### config.mk
export PLATFORM = sky130hd
export DESIGN_NAME = time_bcd_converter
export DESIGN_NICKNAME = d
export VERILOG_FILES = /design/src/rtl/time_bcd_converter.sv
export SDC_FILE = /design/constraint.sdc
export NUM_CORES = 1
export LEC_CHECK = 0
export ABC_AREA = 1
export CELL_PAD_IN_SITES_DETAIL_PLACEMENT = 0
export CELL_PAD_IN_SITES_GLOBAL_PLACEMENT = 1
export CORE_MARGIN = 10
export CORE_UTILIZATION = 45
export CTS_BUF_LIST = sky130_fd_sc_hd__clkbuf_16
export CTS_CLUSTER_DIAMETER = 200
export DETAILED_ROUTE_END_ITERATION = 8
export PLACE_DENSITY_LB_ADDON = 0.1
export SLEW_MARGIN = 20
export SYNTH_ARGS = -nofsm -noshare
export SYNTH_HDL_FRONTEND = slang
export SYNTH_SLANG_ARGS = --single-unit
### constraint.sdc
create_clock -name clk -period 4.18 [get_ports clk]
set_input_delay 0.836 -clock clk [delete_from_list [all_inputs] [get_ports clk]]
set_output_delay 0.836 -clock clk [all_outputs]
set_load 0.01 [all_outputs]
### src/rtl/time_bcd_converter.sv
// Converts binary minutes/seconds to four BCD digits with a sequential double-dabble engine.
// Optional macro FINISH_BLINK_EN blanks the digits periodically while finish is high.
//
// state | meaning
// IDLE  | waiting for the inputs to differ from the last converted value
// SHIFT | one double-dabble step per cycle, minutes and seconds in parallel
// LOAD  | publish the scratch digits and pulse update
module time_bcd_converter #(
    parameter int         IN_WIDTH     = 6,
    parameter int         BLINK_PERIOD = 25000000,
    parameter logic [3:0] BLANK_CODE   = 4'hF
) (
    input  logic                clk,
    input  logic                reset,
    input  logic [IN_WIDTH-1:0] inMinutes,
    input  logic [IN_WIDTH-1:0] inSeconds,
    input  logic                finish,
    output logic [3:0]          minTens,
    output logic [3:0]          minOnes,
    output logic [3:0]          secTens,
    output logic [3:0]          secOnes,
    output logic                valid,
    output logic                update,
    output logic                busy
);

    typedef enum logic [1:0] {IDLE, SHIFT, LOAD} state_t;

    state_t              state, state_next;
    logic                primed;
    logic                start;
    logic [IN_WIDTH-1:0] shadow_min, shadow_sec;
    logic [IN_WIDTH-1:0] shift_min, shift_sec;
    logic [7:0]          bcd_min, bcd_sec;
    logic [7:0]          adj_min, adj_sec;
    logic [2:0]          bit_cnt;
    logic [3:0]          min_tens_q, min_ones_q, sec_tens_q, sec_ones_q;

    function automatic logic [7:0] add3(input logic [7:0] b);
        logic [7:0] r;
        r = b;
        if (b[3:0] >= 4'd5) r[3:0] = b[3:0] + 4'd3;
        if (b[7:4] >= 4'd5) r[7:4] = b[7:4] + 4'd3;
        return r;
    endfunction

    always_comb begin
        start      = !primed || ({inMinutes, inSeconds} != {shadow_min, shadow_sec});
        adj_min    = add3(bcd_min);
        adj_sec    = add3(bcd_sec);
        state_next = state;
        case (state)
            IDLE:    if (start) state_next = SHIFT;
            SHIFT:   if (bit_cnt == 3'd1) state_next = LOAD;
            LOAD:    state_next = IDLE;
            default: state_next = IDLE;
        endcase
    end

    always_ff @(posedge clk) begin
        if (reset) state <= IDLE;
        else       state <= state_next;
    end

    // Inputs are captured once per conversion; changes mid-run are picked up by the next IDLE compare.
    always_ff @(posedge clk) begin
        if (reset) begin
            primed     <= 1'b0;
            shadow_min <= '0;
            shadow_sec <= '0;
            shift_min  <= '0;
            shift_sec  <= '0;
            bcd_min    <= '0;
            bcd_sec    <= '0;
            bit_cnt    <= '0;
            min_tens_q <= '0;
            min_ones_q <= '0;
            sec_tens_q <= '0;
            sec_ones_q <= '0;
            valid      <= 1'b0;
            update     <= 1'b0;
            busy       <= 1'b0;
        end else begin
            update <= 1'b0;
            case (state)
                IDLE: begin
                    if (start) begin
                        shadow_min <= inMinutes;
                        shadow_sec <= inSeconds;
                        shift_min  <= inMinutes;
                        shift_sec  <= inSeconds;
                        bcd_min    <= '0;
                        bcd_sec    <= '0;
                        bit_cnt    <= 3'(IN_WIDTH);
                        busy       <= 1'b1;
                    end
                end
                SHIFT: begin
                    bcd_min   <= {adj_min[6:0], shift_min[IN_WIDTH-1]};
                    bcd_sec   <= {adj_sec[6:0], shift_sec[IN_WIDTH-1]};
                    shift_min <= shift_min << 1;
                    shift_sec <= shift_sec << 1;
                    bit_cnt   <= bit_cnt - 3'd1;
                end
                LOAD: begin
                    min_tens_q <= bcd_min[7:4];
                    min_ones_q <= bcd_min[3:0];
                    sec_tens_q <= bcd_sec[7:4];
                    sec_ones_q <= bcd_sec[3:0];
                    primed     <= 1'b1;
                    valid      <= 1'b1;
                    update     <= 1'b1;
                    busy       <= 1'b0;
                end
                default: ;
            endcase
        end
    end

`ifdef FINISH_BLINK_EN
    localparam int BLINK_W = (BLINK_PERIOD > 1) ? $clog2(BLINK_PERIOD) : 1;

    logic [BLINK_W-1:0] blink_cnt;
    logic               blink_phase;
    logic               blink_tc;

    // Down-counter reloads from zero, so the first toggle lands BLINK_PERIOD edges after finish rises.
    assign blink_tc = (BLINK_PERIOD == 1) || (blink_cnt == BLINK_W'(1));

    always_ff @(posedge clk) begin
        if (reset || !finish) begin
            blink_cnt   <= '0;
            blink_phase <= 1'b0;
        end else begin
            if (blink_cnt == '0) blink_cnt <= BLINK_W'(BLINK_PERIOD - 1);
            else                 blink_cnt <= blink_cnt - BLINK_W'(1);
            if (blink_tc) blink_phase <= ~blink_phase;
        end
    end

    assign minTens = blink_phase ? BLANK_CODE : min_tens_q;
    assign minOnes = blink_phase ? BLANK_CODE : min_ones_q;
    assign secTens = blink_phase ? BLANK_CODE : sec_tens_q;
    assign secOnes = blink_phase ? BLANK_CODE : sec_ones_q;
`else
    logic [5:0] unused_blink_cfg;
    assign unused_blink_cfg = {finish, BLANK_CODE, (BLINK_PERIOD > 0)};

    assign minTens = min_tens_q;
    assign minOnes = min_ones_q;
    assign secTens = sec_tens_q;
    assign secOnes = sec_ones_q;
`endif

endmodule

## After elaboration in Yosys (flattened, before gate mapping)

Cells that the tools add are included.

- Input bits: 15
- Register bits: 64

- Equal/unequal tests: 6
- Add/sub/neg operators: 5
- Reductions and logical operators: 9
- $lt $le $gt $ge: 4
- Multiplexer cells: 19

Operators with widths:

| kind | number |
|---|---|
| one-hot mux 8 bit (2 select lines) | 2 |
| one-hot mux 6 bit (2 select lines) | 2 |
| greater-or-equal comparator 4 x 3 -> 1 bit, second input constant | 4 |
| 2-to-1 mux 6 bit | 2 |
| inequality test 12 bit | 1 |
| 2-to-1 mux 3 bit | 3 |
| adder 4 x 2 -> 4 bit, second input constant | 2 |
| 2-to-1 mux 4 bit | 2 |
| 2-to-1 mux 8 bit | 1 |
| AND reduction 2 bit | 4 |
| adder 3 x 2 -> 3 bit, second input constant | 2 |
| one-hot mux 3 bit (2 select lines) | 1 |
| 2-to-1 mux 2 bit | 2 |
| inequality test 2 bit, second input constant | 2 |
| one-hot mux 2 bit (2 select lines) | 1 |
| nonzero test 2 bit | 2 |
| equality test 3 x 1 -> 1 bit, second input constant | 1 |
| subtractor 3 x 1 -> 3 bit, second input constant | 1 |
| equality test 2 x 1 -> 1 bit, second input constant | 1 |
| equality test 2 bit, second input constant | 1 |
| logical NOT 2 bit | 1 |
| 2-to-1 mux 1 bit | 2 |
| one-hot mux 1 bit (2 select lines) | 1 |
| logical NOT 1 bit | 1 |
| logical OR 1 bit | 1 |

## Longest topological paths before layout

Gate-level depths: netlist of the first run.

- Word-level depth: 4
- Mapped depth: 12
- Gate-level depth less buffers: 11

## Worst setup path before layout of the first run

OpenSTA, ideal clock, no wires.

- Path kind: input -> register
- Start: input inSeconds[1]
- End: register shift_min[1]
- Setup slack: 2,364 ps
- Data arrival time: 1,702 ps
- Setup time: 114 ps
- Cell stages on the path: 12
- Cell sequence: inv_1 -> nand2_1 -> nand2_1 -> nor2_1 -> nand2_1 -> nor2_2 -> nand2_4 -> nand2_8 -> nand2_4 -> buf_6 -> nor2_2 -> nor2_1

- Longest elaborated chain between the ends: 4

RTL lines:

| what | RTL line | RTL |
|---|---|---|
| start, declared | 16 | `input logic [IN_WIDTH-1:0] inSeconds,` |
| inequality test 12 bit | 48 | `start = !primed \|\| ({inMinutes, inSeconds} != {shadow_min, shadow_sec});` |
| logical OR 1 bit | 48 |  |
| inequality test 2 bit (no line) | -- |  |
| AND reduction 2 bit (no line) | -- |  |
| end signal, assigned | 90 | `shift_min <= inMinutes;` |
| end signal, assigned | 101 | `shift_min <= shift_min << 1;` |
| end, declared | 33 | `logic [IN_WIDTH-1:0] shift_min, shift_sec;` |

Every way passes these cells.
A chain may end at the register's enable or synchronous reset.

## Final worst setup path of the first run

- Start: input inMinutes[5]
- End: register shift_sec[3]

- Longest elaborated chain between the ends: 4

RTL lines:

| what | RTL line | RTL |
|---|---|---|
| start, declared | 15 | `input logic [IN_WIDTH-1:0] inMinutes,` |
| inequality test 12 bit | 48 |  |
| logical OR 1 bit | 48 |  |
| inequality test 2 bit (no line) | -- |  |
| AND reduction 2 bit (no line) | -- |  |
| end signal, assigned | 91 | `shift_sec <= inSeconds;` |
| end signal, assigned | 102 | `shift_sec <= shift_sec << 1;` |
| end, declared | 33 |  |

Every way passes these cells.

==> flow_summary.toml, run 1 <==
[timing]
rsz0062_at_grt = "no"
hold_viol = 0
slew_headroom_pct = 40.0
slew_violations = 0
skew_ns = 0.00335
fin_setup_tns_ns = 0
fin_crit_sh_pct = 61.1
setup_viol = 0
fmax_ghz = 0.392
worstMarginPinSlew_ns = 0.898
finalCriticalPeriod_ns = 2.55

[yosys]
synth_cell_type_count = 28
syn_inst = 399
syn_area_mm2 = 0.00312
synth-warning-count = 0
syn_avg_cell_area_um2 = 7.81
synth_top_area_share_pct = 41.1
yosysSeqAreaShare_pct = 41.1
synth-seq-cells = 64
synth_nets = 424
yosysTopAreaCell = "dfxtp_1"
netlist_top_cells_area = "dfxtp_1 (41%), nand2_1 (6.7%), o21ai_0 (5.9%)"

[setup_path]
worstPathMaxFanout = 43
endpoint = "shift_sec[3]"
startpoint = "inMinutes[5]"
rr_worst_depth = 6
end_kind = "flop"
worstPathRequired_ns = 4.39
reg2reg_setup_slack_ns = 2.10
crit_type = "input port to flop"
crit_arrival_ns = 2.77
r2r_end = "shift_min[5]"
r2r_start = "state[0]"
start_kind = "input port"

[routing]
num_vias = 2541
drtIter0Drc = 84
wl_um = 6410
ant_nets = 0
dr.pass1.iters = 4
drc = 0
avgRoutedWirePerCell_um = 12.7
viasPerCell = 5.02

[place]
dpl.cell_count = 491
port_buffers = 32
dp_hpwl_um = 4210
gp_congestion = 0.784

[grt]
grt-ovfl-total = 0
grt_max_degree = 44
grt_antenna_before_repair = 0
grtUsageTotal_pct = 12.4
grt_pass1_wl_um = 10600
grt_pass1_vias = 2281

[layout]
layout_common_cells = "dfxtp_1 (64), nand2_1 (56), inv_1 (43)"
fin_nets = 447
area_growth_pct = 18.7
final_common_cell = "dfxtp_1"
final_layout_size_suffix_gt1_share_pct = 14.6
instances_no_fill = 506
antenna_cells = 0

[floorplan]
core_area_mm2 = 0.00676
dieArea_mm2 = 0.0107
rows = 30
boundaryPins = 34
die_h_um = 103
start_util_pct = 46.1
die_w_um = 103

[clocking]
cts_setup_buffers = 0
holdBufCountCts = 0
cts_root_buf = "clkbuf_16"
clock_path_buffers = 2
cts_tree = "built"
path_clk_slew_ns = 0.05
ctsResizeCount = 0
cts_buffers = 9
clock_sinks = 64
clk_latency_ns = 0.32
htreeDepth = 3

[power]
p_int_mw = 1.15
p_switching_uw = 369
vdd_drop_max_mv = 0.224
power_density_mw_per_mm2 = 411
clockPowerShare_pct = 45.6
p_seq_share_pct = 43.4
pwr-share-comb_pct = 11.0
swShare_pct = 24.3
p_leak_nw = 1.44

[run]
maxCapViolations = 0

[run_status]
status = "finished clean"

[worst_hold_path]
hold_path.class = "flop to flop"
registers in the layout (all words and copies together) (netlist names), 3 cells and up:
name,cells
minOnes,4
secTens,4
shadow_sec,6
shift_min,6
shadow_min,6
shift_sec,6
bcd_sec,8
bit_cnt,3
minTens,4
bcd_min,8
secOnes,4
kinds of logic (layout without fill, tap and decap cells):
family                   after synthesis  in the layout  share of synthesized area (%)
AO/OA/AOI/OAI                        103            103                           19.6
XOR/XNOR                               4              4                           1.12
adder cells (fa/ha/maj)               10             10                           4.01
buffers and inverters                 66             93                           9.35
flip-flops                            64             64                           41.1
AND/OR/NAND/NOR                      152            152                           24.8
worst min-delay path by stage:
stage	to	startpoint	cells after the start
6_report	shadow_sec[0]	shadow_sec[0]	2
2_1_floorplan	state[1]	bit_cnt[2]	1
4_1_cts	shadow_sec[0]	shadow_sec[0]	2
3_3_place_gp	shadow_min[3]	shadow_min[3]	2
3_5_place_dp	shadow_sec[0]	shadow_sec[0]	2
5_1_grt	shadow_sec[0]	shadow_sec[0]	2
power by group through the flow:
stage               combinational [mW]  clock [mW]  sequential (mW)
CTS                              0.171       0.711            0.660
finish                           0.167       0.694            0.660
detailed placement               0.170           0            0.672
floorplan                        0.131           0            0.671
global route                     0.191       0.736            0.663
global placement                 0.168           0            0.672
layer usage:
layer | vias to the layer above | track usage, % | routed length (um) | part of all wire (%)
li1 | 1364 | - | - | -
met1 | 1136 | 15.5 | 3120 | 49
met2 | 31 | 19.6 | 2950 | 46
met3 | 10 | 2.92 | 240 | 3.7
met4 | 0 | 6.52 | 88 | 1.4
met5 | - | 0 | 0 | 0
through the flow:
| stage | util, % | instance area [um^2] | hold WS, ns | power [mW] | setup WS [ns] |
|---|---|---|---|---|---|
| final | 54.7 | 3700 | 0.463 | 1.52 | 1.63 |
| after detailed placement | 50.6 | 3420 | 0.455 | 0.842 | 1.24 |
| after floorplan | - | 3120 | 0.430 | 0.801 | 2.36 |
| after global placement | 50.6 | 3420 | 0.450 | 0.839 | 1.26 |
| after CTS | 54.7 | 3700 | 0.463 | 1.54 | 1.58 |
| after global routing | 54.7 | 3700 | 0.481 | 1.59 | 1.46 |
Yosys cell counts (all sizes together):
cell type,count
a21oi,51
a31oi,1
buf,10
clkbuf,11
dfxtp,64
ha,10
inv,45
nand2,59
nand3,44
nand4,4
nor2,43
nor4,1
o21ai,41
o21bai,10
or2,1
xnor2,2
xor2,2
layout make-up:
type                            count  area [um^2]
Timing Repair Buffer               33          328
Clock buffer                        9          225
Fill cell                         682         3060
Multi-Input combinational cell    269         1540
Sequential cell                    64         1280
Inverter                           45          169
Clock inverter                      6         51.3
Tap cell                           80          100
critical path, cell delays in order:
cell and delay [ns]:
clkdlybuf4s50_1 0.54, inv_1 0.06, nand2_1 0.05, nand2_1 0.05, nor2_1 0.13, nand2_1 0.09
nor2_2 0.12, nand2_4 0.15, nand2_8 0.30, nand2_4 0.21, nor2_1 0.15, nor2_1 0.05
Power figures use the tool's default switching activity.
==> run 2: changes to the inputs <==
- CORE_UTILIZATION: 45 -> 41
- clock period: 4.18 -> 2.58 ns (I/O delays scaled with it)
==> run 2 against run 1 <==
Against the previous run: via count rose by 2.4%; cell count rose by 5.5%; register-to-register slack got worse by 1.2 ns; clock skew rose by 0.0022 ns; sequential share of layout area fell by 1.2 points; core utilization fell by 2.5 points; critical path type unchanged; die area rose by 7.8%.
==> flow_summary.toml, run 2 (synthesized netlist as in run 1, its figures left out) <==
[run_status]
status = "finished clean"

[timing]
finalCriticalPeriod_ns = 2.03
rsz0062_at_grt = "no"
fin_crit_sh_pct = 78.8
final.setup.worst_slack_ns = 0.548
skew_ns = 0.00559
hold_viol = 0
fmax_ghz = 0.492
fin_setup_tns_ns = 0
slew_headroom_pct = 46.7
setup_viol = 0
worstMarginPinSlew_ns = 0.799
slew_violations = 0

[layout]
top_regs = "bcd_min (8), bcd_sec (8)"
final_common_cell = "dfxtp_1"
layout_common_cells = "dfxtp_1 (64), nand2_1 (56), inv_1 (43)"
antenna_cells = 0
area_growth_pct = 22.9
nFillCells = 716
fin_area_mm2 = 0.00383
final_util_pct = 52.2
final_layout_size_suffix_gt1_share_pct = 16.6
fin_nets = 455

[grt]
grt_pass1_vias = 2378
grtUsageTotal_pct = 12.3
grt_antenna_before_repair = 0
grt-ovfl-total = 0
grt_max_degree = 35
grt_pass1_wl_um = 11500

[floorplan]
start_util_pct = 42.5
die_w_um = 107
die_h_um = 107
core_area_mm2 = 0.00733
boundaryPins = 34
dieArea_mm2 = 0.0115
rows = 31

[routing]
ant_nets = 0
avgRoutedWirePerCell_um = 12.9
drtIter0Drc = 113
dr.pass1.iters = 4
wl_um = 6870
viasPerCell = 4.87
drc = 0
num_vias = 2602

[setup_path]
worstPathMaxFanout = 17
reg2reg_setup_slack_ns = 0.86
start_kind = "input port"
rr_worst_depth = 7
end_kind = "flop"
worstPathRequired_ns = 2.84
r2r_start = "state[0]"
crit_arrival_ns = 2.29
crit_type = "input port to flop"
r2r_end = "bcd_sec[2]"

[power]
p_seq_share_pct = 40.6
clockPowerShare_pct = 48.2
power_mw = 2.63
pwr-share-comb_pct = 11.2
p_switching_uw = 640
power_density_mw_per_mm2 = 687
vdd_drop_max_mv = 0.456
p_int_mw = 1.99
swShare_pct = 24.3
p_leak_nw = 1.50

[clocking]
clk_latency_ns = 0.33
cts_buffers = 9
ctsResizeCount = 0
cts_setup_buffers = 0
path_clk_slew_ns = 0.05
holdBufCountCts = 0
htreeDepth = 3
clock_path_buffers = 2
cts_tree = "built"
clock_sinks = 64
cts_root_buf = "clkbuf_16"

[place]
place_area_mm2 = 0.00352
gp_congestion = 0.761
port_buffers = 32
dp_hpwl_um = 4570
post-place-ws_ns = 0.226

[worst_hold_path]
hold_path.class = "flop to flop"
holdCritStartpoint = "bit_cnt[2]"
hold_path_end = "state[1]"
hold_depth = 1

[run]
maxCapViolations = 0
## run 2: how the worst max path moves through the flow
stage	slack, ns	start	to
6_report	0.55	inMinutes[5]	bcd_min[6]
5_1_grt	0.34	inMinutes[5]	bit_cnt[1]
4_1_cts	0.54	inMinutes[5]	bcd_min[6]
3_5_place_dp	0.23	inMinutes[5]	bit_cnt[1]
3_3_place_gp	0.23	inMinutes[5]	bit_cnt[1]
2_1_floorplan	1.08	inSeconds[1]	shift_min[1]
## run 2: power groups by stage
stage	Clock (mW)	Combinational, mW	Sequential, mW
2_1_floorplan	0	0.212	1.09
3_3_place_gp	0	0.295	1.09
3_5_place_dp	0	0.297	1.09
4_1_cts	1.30	0.300	1.07
5_1_grt	1.35	0.333	1.07
6_report	1.27	0.296	1.07
## run 2: cell type report
| class | instances | area [um^2] | area share [%] |
|---|---|---|---|
| clock buffer | 9 | 225 | 5.88 |
| clock inverter | 7 | 86.3 | 2.25 |
| inverter | 45 | 169 | 4.41 |
| sequential | 64 | 1280 | 33.5 |
| timing repair buffer | 41 | 400 | 10.5 |
| tap | 99 | 124 | 3.23 |
| multi-input combinational | 269 | 1540 | 40.3 |
## run 2: routing by layer
metal / track usage (%) / routed length (um) / share of wire (%) / up-vias
met5: 0 / 0 / 0 / -
met4: 3.87 / 55 / 0.80 / 0
met3: 4.61 / 308 / 4.5 / 5
met2: 19.2 / 3140 / 46 / 35
met1: 15.3 / 3370 / 49 / 1194
li1: - / - / - / 1368
## run 2: metrics by stage
step / std cells / hold WS (ns)
floorplan: 399 / 0.430
global placement: 518 / 0.449
detailed placement: 518 / 0.461
CTS: 534 / 0.469
global route: 534 / 0.486
finish: 534 / 0.465
## run 2: critical path, cell delays in order
cell	delay, ns
clkdlybuf4s50_1	0.54
inv_1	0.06
nand2_1	0.05
nand2_1	0.05
nor2_1	0.09
nand2_1	0.10
nor2_2	0.14
nand2_4	0.16
nand2_8	0.18
buf_12	0.17
nand3_1	0.09
a21oi_1	0.13
==> run 3: changes to the inputs <==
- CORE_UTILIZATION: 41 -> 37
- clock period: 2.58 -> 1.7 ns (I/O delays scaled with it)
==> run 3 against run 2 <==
Against the previous run: register-to-register slack lost 0.74 ns; combinational power grew 87%; cell count grew 4.9%; final area grew 7.2%; critical path type is now flop to flop; critical endpoint is now bcd_min[5]; highest routed layer unchanged.
==> flow_summary.toml, run 3 (synthesized netlist as in run 1, its figures left out) <==
[layout]
final_util_pct = 50.0
final_layout_size_suffix_gt1_share_pct = 20.4
final_common_cell = "dfxtp_1"
multi_input_area_mm2 = 0.00159
instances_no_fill = 560
fin_area_mm2 = 0.00411
antenna_cells = 0
fin_nets = 476
layout_common_cells = "dfxtp_1 (64), nand2_1 (56), inv_1 (44)"
area_growth_pct = 31.8
top_regs = "bcd_min (8), bcd_sec (8)"
nFillCells = 807
regArea_mm2 = 0.00128

[place]
dp_hpwl_um = 4740
port_buffers = 32
dpl.cell_count = 540
place_area_mm2 = 0.00368
gp_congestion = 0.778
post-place-ws_ns = -0.313

[grt]
grtUsageTotal_pct = 11.0
grt_pass1_vias = 2475
grt_antenna_before_repair = 0
grt_pass1_wl_um = 11800
grt_max_degree = 36
grt-ovfl-total = 0

[floorplan]
boundaryPins = 34
die_h_um = 112
core_area_mm2 = 0.00822
rows = 33
start_util_pct = 37.9
dieArea_mm2 = 0.0125
die_w_um = 112

[routing]
viasPerCell = 4.82
num_vias = 2698
drc = 0
avgRoutedWirePerCell_um = 13.0
wl_um = 7300
dr.pass1.iters = 5
drtIter0Drc = 102
ant_nets = 0

[setup_path]
worstPathMaxFanout = 6
cpPeakStageDelay_ns = 0.36
end_kind = "flop"
critPathSlowestCell = "dfxtp_1"
worstPathRequired_ns = 1.96
cpMostUsedCell = "nand2_1"
start_kind = "flop"
crit_arrival_ns = 1.84
crit_type = "flop to flop"
crit_chain = "inv_1 -> nand2_1 -> nand2_1 -> nor2_1 -> nand2_1 -> nor2_2 -> nand2_4 -> nand2_8 -> clkbuf_16 -> nand3_2 -> a21oi_2"
crit_family = "simple AND/OR/NAND/NOR gates"
critPathBufInv = 2

[timing]
rsz0062_at_grt = "no"
worstMarginPinSlew_ns = 0.515
whs_ns = 0.436
skew_ns = 0.00678
final.setup.worst_slack_ns = 0.118
setup_viol = 0
fmax_ghz = 0.632
hold_viol = 0
slew_violations = 0
slew_headroom_pct = 65.7
fin_setup_tns_ns = 0
fin_crit_sh_pct = 93.0
finalCriticalPeriod_ns = 1.58

[run_status]
status = "finished clean"

[clocking]
holdBufCountCts = 0
ctsResizeCount = 0
htreeDepth = 3
path_clk_slew_ns = 0.05
clock_sinks = 64
cts_root_buf = "clkbuf_16"
clk_latency_ns = 0.33
cts_buffers = 9
cts_tree = "built"
cts_setup_buffers = 0
clock_path_buffers = 2

[run]
maxCapViolations = 0

[power]
vdd_drop_max_mv = 0.592
p_leak_nw = 1.72
power_density_mw_per_mm2 = 958
power_mw = 3.93

[worst_hold_path]
hold_path.class = "input port to flop"
run 3: changes by cell type in the layout (fill, tap and decap cells not counted), moves of 2 or more:
cell and delta:
clkdlybuf4s50_1 -10, clkbuf_16 +3, nand2_8 +2, buf_12 +3, dlymetal6s2s_1 +10, buf_4 +13
run 3: path summary, 6_finish.rpt:
check	cells past startpoint	slack (ns)	end	startpoint
hold reg to reg	2	0.46	shadow_sec[0]	shadow_sec[0]
setup reg to reg	11	0.12	bcd_min[5]	shadow_min[2]
setup / recovery	11	0.12	bcd_min[5]	shadow_min[2]
hold / removal	4	0.44	shift_sec[3]	inSeconds[3]
run 3: per-layer routing:
layer	up-vias	share of wire, %	GRT usage (%)	wire, um
met3	12	3.2	3.06	237
met5	-	0	0	0
met1	1241	51	13.8	3690
met2	28	45	17.6	3280
met4	0	1.2	4.11	88
li1	1417	-	-	-
run 3: worst reg2reg max path, delay by kind of cell, from the launching register on:
kind	cells	cell delay, ns
and+or+nand+nor	8	0.78
DFF	1	0.36
buffers and inverters	2	0.22
AOI/OAI and AO/OA	1	0.15
run 3: area by class of cell:
class | instances | area share, %
inverters | 45 | 4.17
well taps | 105 | 3.20
flip-flops and latches | 64 | 31.2
multi-input cells | 271 | 38.6
clock inverters | 6 | 1.28
clock buffers | 9 | 5.48
repair buffers | 60 | 16.0
run 3: power breakdown:
group	internal, mW	leakage [nW]	switching (mW)
clock network	1.11	0.144	0.650
registers	1.58	0.523	0.0476
logic	0.249	1.06	0.305
total	2.93	1.72	1.00
